==> src/rtl/dct_mac_if.sv <==
// Control bundle between the DCT MAC sequencer and the row buffer / ROM / macu datapath.
interface dct_mac_if #(
  parameter int TAPS = 8,
  parameter int ROWS = 8
);
  localparam int TW = $clog2(TAPS);
  localparam int RW = (ROWS > 1) ? $clog2(ROWS) : 1;

  logic          ena;
  logic          dstrb;
  logic [TW-1:0] tap_sel;
  logic          mac_en;
  logic          acc_clr;
  logic          acc_en;
  logic          res_strb;
  logic [RW-1:0] row_idx;
  logic          blk_done;
  logic          busy;
  logic          overrun;

  modport master (
    input  ena, dstrb,
    output tap_sel, mac_en, acc_clr, acc_en, res_strb, row_idx, blk_done, busy, overrun
  );
  modport slave (
    output ena, dstrb,
    input  tap_sel, mac_en, acc_clr, acc_en, res_strb, row_idx, blk_done, busy, overrun
  );
endinterface

==> src/rtl/dct_mac_sequencer.sv <==
// Per-row MAC sequencer: TAPS issue cycles, MULT_LAT drain cycles, one result strobe.
// Tracks row index within a block and queues a single pending start request.
module dct_mac_sequencer #(
  parameter int TAPS     = 8,
  parameter int MULT_LAT = 2,
  parameter int ROWS     = 8
) (
  input  logic        clk,
  input  logic        rst,
  dct_mac_if.master   bus
);
  localparam int TW = $clog2(TAPS);
  localparam int RW = (ROWS > 1) ? $clog2(ROWS) : 1;
  localparam int DW = (MULT_LAT > 1) ? $clog2(MULT_LAT) : 1;

  localparam logic [1:0] IDLE  = 2'd0;
  localparam logic [1:0] ISSUE = 2'd1;
  localparam logic [1:0] DRAIN = 2'd2;
  localparam logic [1:0] DONE  = 2'd3;

  logic [1:0]          state;
  logic [TW-1:0]       tap_cnt;
  logic [DW-1:0]       drn_cnt;
  logic [MULT_LAT-1:0] pipe;
  logic [RW-1:0]       row;
  logic                pending, ovr;
  logic                mac_q, clr_q, res_q, blk_q;

  always_ff @(posedge clk or negedge rst) begin
    if (!rst) begin
      state   <= IDLE;
      tap_cnt <= '0;
      drn_cnt <= '0;
      pipe    <= '0;
      row     <= '0;
      pending <= 1'b0;
      ovr     <= 1'b0;
      mac_q   <= 1'b0;
      clr_q   <= 1'b0;
      res_q   <= 1'b0;
      blk_q   <= 1'b0;
    end else if (bus.ena) begin
      pipe[0] <= mac_q;
      for (int i = 1; i < MULT_LAT; i++) pipe[i] <= pipe[i-1];
      clr_q <= 1'b0;
      res_q <= 1'b0;
      blk_q <= 1'b0;
      // A request arriving mid-row is queued; a second one is dropped and flagged.
      if (bus.dstrb && (state == ISSUE || state == DRAIN)) begin
        if (pending) ovr <= 1'b1;
        else         pending <= 1'b1;
      end
      case (state)
        IDLE: begin
          if (bus.dstrb || pending) begin
            state   <= ISSUE;
            tap_cnt <= '0;
            pending <= 1'b0;
            clr_q   <= 1'b1;
            mac_q   <= 1'b1;
          end
        end
        ISSUE: begin
          tap_cnt <= tap_cnt + TW'(1);
          if (tap_cnt == TW'(TAPS-1)) begin
            mac_q   <= 1'b0;
            drn_cnt <= '0;
            state   <= DRAIN;
          end
        end
        DRAIN: begin
          if (drn_cnt == DW'(MULT_LAT-1)) begin
            state <= DONE;
            res_q <= 1'b1;
            blk_q <= (row == RW'(ROWS-1));
          end else begin
            drn_cnt <= drn_cnt + DW'(1);
          end
        end
        default: begin
          row <= row + RW'(1);
          if (bus.dstrb || pending) begin
            state   <= ISSUE;
            tap_cnt <= '0;
            clr_q   <= 1'b1;
            mac_q   <= 1'b1;
            // Restart consumes the queued request; a coincident new strobe stays queued.
            pending <= pending & bus.dstrb;
          end else begin
            state <= IDLE;
          end
        end
      endcase
    end
  end

  assign bus.tap_sel  = tap_cnt;
  assign bus.mac_en   = mac_q & bus.ena;
  assign bus.acc_clr  = clr_q & bus.ena;
  assign bus.acc_en   = pipe[MULT_LAT-1] & bus.ena;
  assign bus.res_strb = res_q & bus.ena;
  assign bus.blk_done = blk_q & bus.ena;
  assign bus.row_idx  = row;
  assign bus.busy     = (state != IDLE);
  assign bus.overrun  = ovr;
endmodule

==> src/flat_wrapper.sv <==
// flat-port wrapper written by rule: the top's interface ports become plain ports
module dct_mac_sequencer_flat 
#(
  parameter int TAPS     = 8,
  parameter int MULT_LAT = 2,
  parameter int ROWS     = 8
)
  (clk, rst, bus_ena, bus_dstrb, bus_tap_sel, bus_mac_en, bus_acc_clr, bus_acc_en, bus_res_strb, bus_row_idx, bus_blk_done, bus_busy, bus_overrun);
  dct_mac_if #(.TAPS(TAPS), .ROWS(ROWS)) bus_i ();
  input  logic clk;
  input  logic rst;
  input wire logic [$bits(bus_i.ena)-1:0] bus_ena;
  input wire logic [$bits(bus_i.dstrb)-1:0] bus_dstrb;
  output wire logic [$bits(bus_i.tap_sel)-1:0] bus_tap_sel;
  output wire logic [$bits(bus_i.mac_en)-1:0] bus_mac_en;
  output wire logic [$bits(bus_i.acc_clr)-1:0] bus_acc_clr;
  output wire logic [$bits(bus_i.acc_en)-1:0] bus_acc_en;
  output wire logic [$bits(bus_i.res_strb)-1:0] bus_res_strb;
  output wire logic [$bits(bus_i.row_idx)-1:0] bus_row_idx;
  output wire logic [$bits(bus_i.blk_done)-1:0] bus_blk_done;
  output wire logic [$bits(bus_i.busy)-1:0] bus_busy;
  output wire logic [$bits(bus_i.overrun)-1:0] bus_overrun;
  assign bus_i.ena = bus_ena;
  assign bus_i.dstrb = bus_dstrb;
  assign bus_tap_sel = bus_i.tap_sel;
  assign bus_mac_en = bus_i.mac_en;
  assign bus_acc_clr = bus_i.acc_clr;
  assign bus_acc_en = bus_i.acc_en;
  assign bus_res_strb = bus_i.res_strb;
  assign bus_row_idx = bus_i.row_idx;
  assign bus_blk_done = bus_i.blk_done;
  assign bus_busy = bus_i.busy;
  assign bus_overrun = bus_i.overrun;
  dct_mac_sequencer #(.TAPS(TAPS), .MULT_LAT(MULT_LAT), .ROWS(ROWS)) u_core (.clk(clk), .rst(rst), .bus(bus_i));
endmodule
==> config.mk <==
export PLATFORM = sky130hd
export DESIGN_NAME = dct_mac_sequencer_flat
export DESIGN_NICKNAME = d
export VERILOG_FILES = /design/src/rtl/dct_mac_if.sv /design/src/rtl/dct_mac_sequencer.sv /design/src/flat_wrapper.sv
export SDC_FILE = /design/constraint.sdc
export NUM_CORES = 1
export LEC_CHECK = 0
export CORE_UTILIZATION = 53
export DETAILED_ROUTE_END_ITERATION = 12
export GPL_ROUTABILITY_DRIVEN = 0
export MAX_ROUTING_LAYER = met4
export PLACE_DENSITY = 0.89
export SETUP_SLACK_MARGIN = 0.1
export SLEW_MARGIN = 20
export SYNTH_ARGS = -nofsm -noshare
export SYNTH_HDL_FRONTEND = slang
export SYNTH_SLANG_ARGS = --single-unit
==> constraint.sdc <==
create_clock -name clk -period 2.1 [get_ports clk]
set_input_delay 0.315 -clock clk [delete_from_list [all_inputs] [get_ports clk]]
set_output_delay 0.315 -clock clk [all_outputs]
set_load 0.005 [all_outputs]
==> metrics.txt, run 1 <==
Iter 0 DRT Violations=14; ratio of cells with drive above 1 in the final layout=0.1589; Worst Path Arrival=1620 ps; run status=complete, no violations; post-layout min period=1930 ps; DIE AREA=1874 µm²; crit end category=output pin; Clock Latency Late Sink=290 ps; Post-CTS Setup Inserts=0; met1 Use GR=0.2322; post-synthesis cell area=903.4 µm²; Placement Cell Area=1095 µm²; area delta synth->final=24.93%; CTS tree=yes; Post-Syn Area per Cell=~11 µm²; Buffers on Ports=16; relative slew slack=0.8109; CTS Buf Count=3; Layout Skew=0.9487 ps; Chip Width=43.29 µm; total global-route track usage=0.2044; routed len/inst=about 13 µm; clk slew on worst S/H paths=90 ps; Worst Path Buf+Inv=3; Starting Density=0.5860; critical path launch point type=flip-flop; sequential share of the synthesized area=0.4709; Final ANT Viol Nets=0; share of the synthesized area in the top cell type=0.4709; placed cell count=118; synthesized flop and latch total=17; slowest stage delay, CP=520 ps; vias in the first global route=about 640; row count=14; Synth area leader=dfrtp_1; largest delay contributor family on the critical path=buffers and inverters; Unique masters post-synth=24; Max Cap Viol=0; met3 global-route usage=0.02979; Yosys warnings=0; initial antenna violation count=0; Ant. Diodes=0; Ports=17; power density over the cells=1279 nW/µm²; GR Overflow Total=0; first-pass GRT wire length=2711 µm; Worst EP required=approximately 1800 ps; RSZ-0062 raised after global routing=no; worst vdd ir=0.0008493 V; kind of critical path=flip-flop to output pin; Syn Nets=between 90 and 100; total power=1.443 mW; WL final=1638 µm; nets=about 120; Storage cell area=between 400 and 500 µm²; Min Hold Slack=344.0 ps; core area=1541 µm²; Top FF cell, synth=dfrtp_1; setup TNS=0 ps; Die Y-Extent=between 40 and 50 µm; post_cts resized=0; # hold bufs at CTS=0; top cells by area, synth=dfrtp_1 (47%), ha_1 (12%), mux2_2 (6.2%); H-tree levels=1; Worst Hold Class=primary input to async pin; DP Wirelength=between 1000 and 1500 µm; Post-Synthesis Cells=85; Slew Viols, Final=0; Filler Cells Inserted=between 100 and 150; CTS Root Cell=clkbuf_4; cell repeated most along the worst path=inv_1; First-pass DRT Iterations=4; Vias/cell=5.569; gr busiest metal=met2; largest net degree at the start of global routing=18; area occupied by multi-input gates=432.9 µm²; Post-synth EDFFs=0; Layout Cells excl Fill=approximately 120; crit-path cells=inv_1, ha_1, inv_1, clkdlybuf4s50_1; top-count cell post-synth=dfrtp_1; LEAKAGE=0.5135 nW; worst-path fanout max=4; CTS Sinks=17; met2 Track Usage GR=0.3433; CTS max path bufs=2; period utilization=0.9191; Design Area, Final=1129 µm²; DRC violations left=0; Setup-failing EPs final=0; Async S/R FF share, synth=1.000; slew at the pin closest to its max-slew limit=283.7 ps; Fmax=518.1 MHz; critical path's slowest cell=clkdlybuf4s50_1; synth cell count leaders=dfrtp_1 (17), ha_1 (9), inv_1 (9), o21ai_0 (8); Vias=685; Final Hold Fails=0
## cells in the final DEF, fill, tap and decap left out
| master | n |
|---|---|
| buf_4 | 4 |
| nand3b_1 | 1 |
| nand2_1 | 4 |
| o2111ai_2 | 1 |
| clkbuf_4 | 3 |
| nand3_1 | 4 |
| and2_1 | 5 |
| dfrtp_1 | 17 |
| clkdlybuf4s50_1 | 16 |
| inv_1 | 9 |
| nand2b_1 | 2 |
| ha_1 | 9 |
| o21ai_0 | 8 |
| clkbuf_1 | 1 |
| nor2b_2 | 1 |
| mux2_2 | 5 |
| nand4_1 | 2 |
| nor2_1 | 3 |
| a41o_2 | 1 |
| o21a_1 | 1 |
| a22o_2 | 1 |
| a21oi_1 | 5 |
| xnor2_1 | 1 |
| mux2i_1 | 1 |
| or2_4 | 1 |
| a2bb2oi_1 | 1 |
## final cells by class
cell class	count	share of cell area
clock buffer	4	0.02328
inverter	9	0.02993
multi-input combinational	57	0.3836
sequential	17	0.3769
tap	16	0.01774
timing repair buffer	20	0.1685
## kinds of logic (layout without fill, tap and decap cells)
logic type	count (synthesis)	count (layout)	share of synthesized area
and+or+nand+nor	23	23	0.1413
adders and majority gates	9	9	0.1247
AOI/OAI and AO/OA	18	18	0.1302
xor gates and xnor gates	1	1	0.009697
buffers and inverters	11	33	0.04986
muxes	6	6	0.07340
DFF	17	17	0.4709
## sequential cells by signal (all words and copies together) (netlist names)
register / count
u_core.bus.tap_sel: 3
u_core.mac_q: 1
u_core.pipe: 2
u_core.drn_cnt: 1
u_core.bus.overrun: 1
u_core.state: 2
u_core.pending: 1
u_core.clr_q: 1
u_core.bus.row_idx: 3
u_core.res_q: 1
u_core.blk_q: 1
## power breakdown
group	switching, mW	total [mW]	leakage [nW]	internal (mW)
combinational	0.322	0.715	0.293	0.393
sequential	0.0999	0.558	0.205	0.458
clock	0.0962	0.170	0.0150	0.0739
total	0.518	1.44	0.513	0.925
## final timing paths
| kind | from | endpoint | slack (ps) | depth (start not counted) |
|---|---|---|---|---|
| max in group asynchronous | rst | u_core.bus.row_idx[2] | 1570 | 2 |
| worst min-delay path | rst | u_core.bus.tap_sel[2] | 340 | 2 |
| worst min register to register | u_core.bus.overrun | u_core.bus.overrun | 480 | 1 |
| worst max register to register | u_core.bus.tap_sel[0] | u_core.state[1] | 690 | 5 |
| worst max-delay path | u_core.state[1] | bus_busy | 170 | 4 |
| min in group clk | u_core.bus.overrun | u_core.bus.overrun | 480 | 1 |
## metal layers
metal	share of wire	up-vias
met1	0.42	326
li1	-	334
met4	0.016	0
met3	0.049	4
met5	0	-
met2	0.51	21
## worst register-to-register path, stage by stage (launching register included)
cell	delay (ps)
dfrtp_1	410
ha_1	210
ha_1	210
nand2b_1	180
o2111ai_2	120
mux2i_1	210
## metrics by stage
| step | utilization | worst slack [ps] |
|---|---|---|
| final | 0.7321 | 169.9 |
| after global routing | 0.7321 | 110.4 |
| after CTS | 0.7273 | 144.6 |
| after detailed placement | 0.7102 | 159.6 |
| after global placement | 0.7102 | 186.1 |
| after floorplan | - | 801.6 |
No activity file was read; power rests on OpenSTA's default activity.
==> inputs of run 2 (changes only) <==
--- a/config.mk
+++ b/config.mk
@@ -5,6 +5,7 @@
 export SDC_FILE = /design/constraint.sdc
 export NUM_CORES = 1
 export LEC_CHECK = 0
+export ABC_AREA = 1
 export CORE_UTILIZATION = 53
 export DETAILED_ROUTE_END_ITERATION = 12
 export GPL_ROUTABILITY_DRIVEN = 0
==> run 2 against run 1 <==
  * Global-route usage decreased by 0.24 points
  * Synthesized area shrank 0.42%
  * Sequential power down 0.7%
  * Wire length up 0.49%
  * First-iteration DRC count rose by 50%
  * Clock power up 5%
==> metrics.txt, run 2 <==
First-pass DRT Iterations=4; FF-to-FF setup slack=720 ps; Final ANT Viol Nets=0; kind of critical path=flip-flop to output pin; WL final=approximately 1600 µm; Filler Cells Inserted=119; Post-synth EDFFs=0; commonest non-fill, non-tap cell in the layout=nand2_1; Post-CTS Setup Inserts=0; CTS Root Cell=clkbuf_4; critical path launch point type=flip-flop; Clk pwr share=0.130; Iter 0 DRT Violations=21; NetSw=approximately 0.52 mW; register share of total power=0.404; H-tree levels=1; routed len/inst=between 10 and 15 µm; post_cts resized=0; top cells by area, synth=dfrtp_1 (47%), nand2_1 (13%), ha_1 (13%); Yosys warnings=0; Layout Skew=4.090 ps; Worst EP required=1780 ps; Syn Nets=between 100 and 150; sequential share of the synthesized area=0.4729; worst-path fanout max=5; period utilization=0.9008; CTS max path bufs=2; first-pass GRT wire length=2704 µm; Design Area, Final=1115 µm²; post-layout min period=1892 ps; initial antenna violation count=0; logic gate share of total power=0.466; Unique masters post-synth=19; crit end category=output pin; total power=around 1.4 mW; Post-Synthesis Cells=about 100; RSZ-0062 raised after global routing=no; Starting Density=0.5836; clk slew on worst S/H paths=around 100 ps; area delta synth->final=23.92%; largest net degree at the start of global routing=18; DRC violations left=0; Max Cap Viol=0; synth cell count leaders=nand2_1 (31), dfrtp_1 (17), inv_1 (17), ha_1 (9), o21ai_0 (8); Die Y-Extent=about 43 µm; synthesized flop and latch total=17; LEAKAGE=0.5826 nW; vias in the first global route=between 600 and 700; CTS Sinks=17; Slew Viols, Final=0; slew at the pin closest to its max-slew limit=308.0 ps; run status=complete, no violations; core area=1541 µm²; relative slew slack=0.7939; Post-Syn Area per Cell=8.650 µm²; DP Wirelength=approximately 1300 µm; total global-route track usage=0.2020; worst vdd ir=0.0008154 V; Synth area leader=dfrtp_1; Setup-failing EPs final=0; CTS Buf Count=3; Placement Cell Area=1087 µm²; Ant. Diodes=0; Chip Width=43.20 µm; Worst Hold Class=primary input to async pin; Final Hold Fails=0; power density over the cells=1230 nW/µm²; Power Internal=about 0.85 mW; top-count cell post-synth=nand2_1; DIE AREA=between 1500 and 2000 µm²; Worst Path Arrival=roughly 1600 ps; Fmax=528.6 MHz; Buffers on Ports=16; post-synthesis cell area=899.6 µm²; share of the synthesized area in the top cell type=0.4729; R2R depth=7; Vias/cell=5.312; nets=roughly 140; Clock Latency Late Sink=about 300 ps; Async S/R FF share, synth=1.000; Top FF cell, synth=dfrtp_1; Ports=17; ratio of cells with drive above 1 in the final layout=0.08800; commonest non-fill, non-tap cells in the layout=nand2_1 (31), inv_1 (17), dfrtp_1 (17), clkdlybuf4s50_1 (16), ha_1 (9); Vias=around 750; setup TNS=0 ps; GR Overflow Total=0; # hold bufs at CTS=0; sw frac=0.3775; row count=14; CTS tree=yes
## run 2: area by class of cell
class / instances / area (µm²) / share of cell area
clock buffers: 3 / 22.52 / 0.02020
inverters: 18 / 67.56 / 0.06061
repair buffers: 18 / 175.2 / 0.1571
multi-input cells: 68 / 399.1 / 0.3580
clock inverters: 1 / 5.005 / 0.004489
flip-flops and latches: 17 / 425.4 / 0.3816
well taps: 16 / 20.02 / 0.01796
## run 2: final timing paths
check,from,end
worst max register to register,u_core.state[1],u_core.state[0]
min in group clk,u_core.mac_q,u_core.mac_q
worst min register to register,u_core.mac_q,u_core.mac_q
worst max-delay path,u_core.state[0],bus_busy
max in group asynchronous,rst,u_core.state[1]
worst min-delay path,rst,u_core.pipe[0]
## run 2: cells by family after synthesis
family / Yosys count / share of synthesized area
compound gates: 16 / 0.09736
xor+xnor: 1 / 0.009738
flops: 17 / 0.4729
mux: 2 / 0.02503
simple gates: 40 / 0.1864
fa+ha+maj: 9 / 0.1252
buf+inv: 19 / 0.08345
## run 2: metal layers
metal  track usage  share of wire
met3       0.03830          0.060
met1        0.2445           0.44
met4       0.09091          0.022
met2        0.3254           0.48
met5             -              0
## run 2: power by group through the flow
| stage | combinational, mW | sequential [mW] | clock (mW) |
|---|---|---|---|
| after global routing | 0.717 | 0.572 | 0.189 |
| final | 0.638 | 0.554 | 0.179 |
| after floorplan | 0.372 | 0.548 | 0 |
| after detailed placement | 0.635 | 0.561 | 0 |
| after CTS | 0.640 | 0.555 | 0.182 |
| after global placement | 0.609 | 0.553 | 0 |
## run 2: per-stage QoR
step / utilization / instances / hold slack (ps) / worst slack (ps)
6_report: 0.7232 / 141 / 330.9 / 208.2
5_1_grt: 0.7232 / 141 / 381.4 / 121.4
4_1_cts: 0.7232 / 141 / 337.6 / 199.7
3_5_place_dp: 0.7054 / 137 / 463.2 / 225.3
3_3_place_gp: 0.7054 / 137 / 459.9 / 244.6
2_1_floorplan: - / 104 / 19.41 / 878.5
## run 2: worst max-delay path, cell delays in order, from the launching register on
cell             delay, ps
dfrtp_1                430
inv_1                   80
ha_1                   230
inv_1                   60
clkdlybuf4s50_1        480
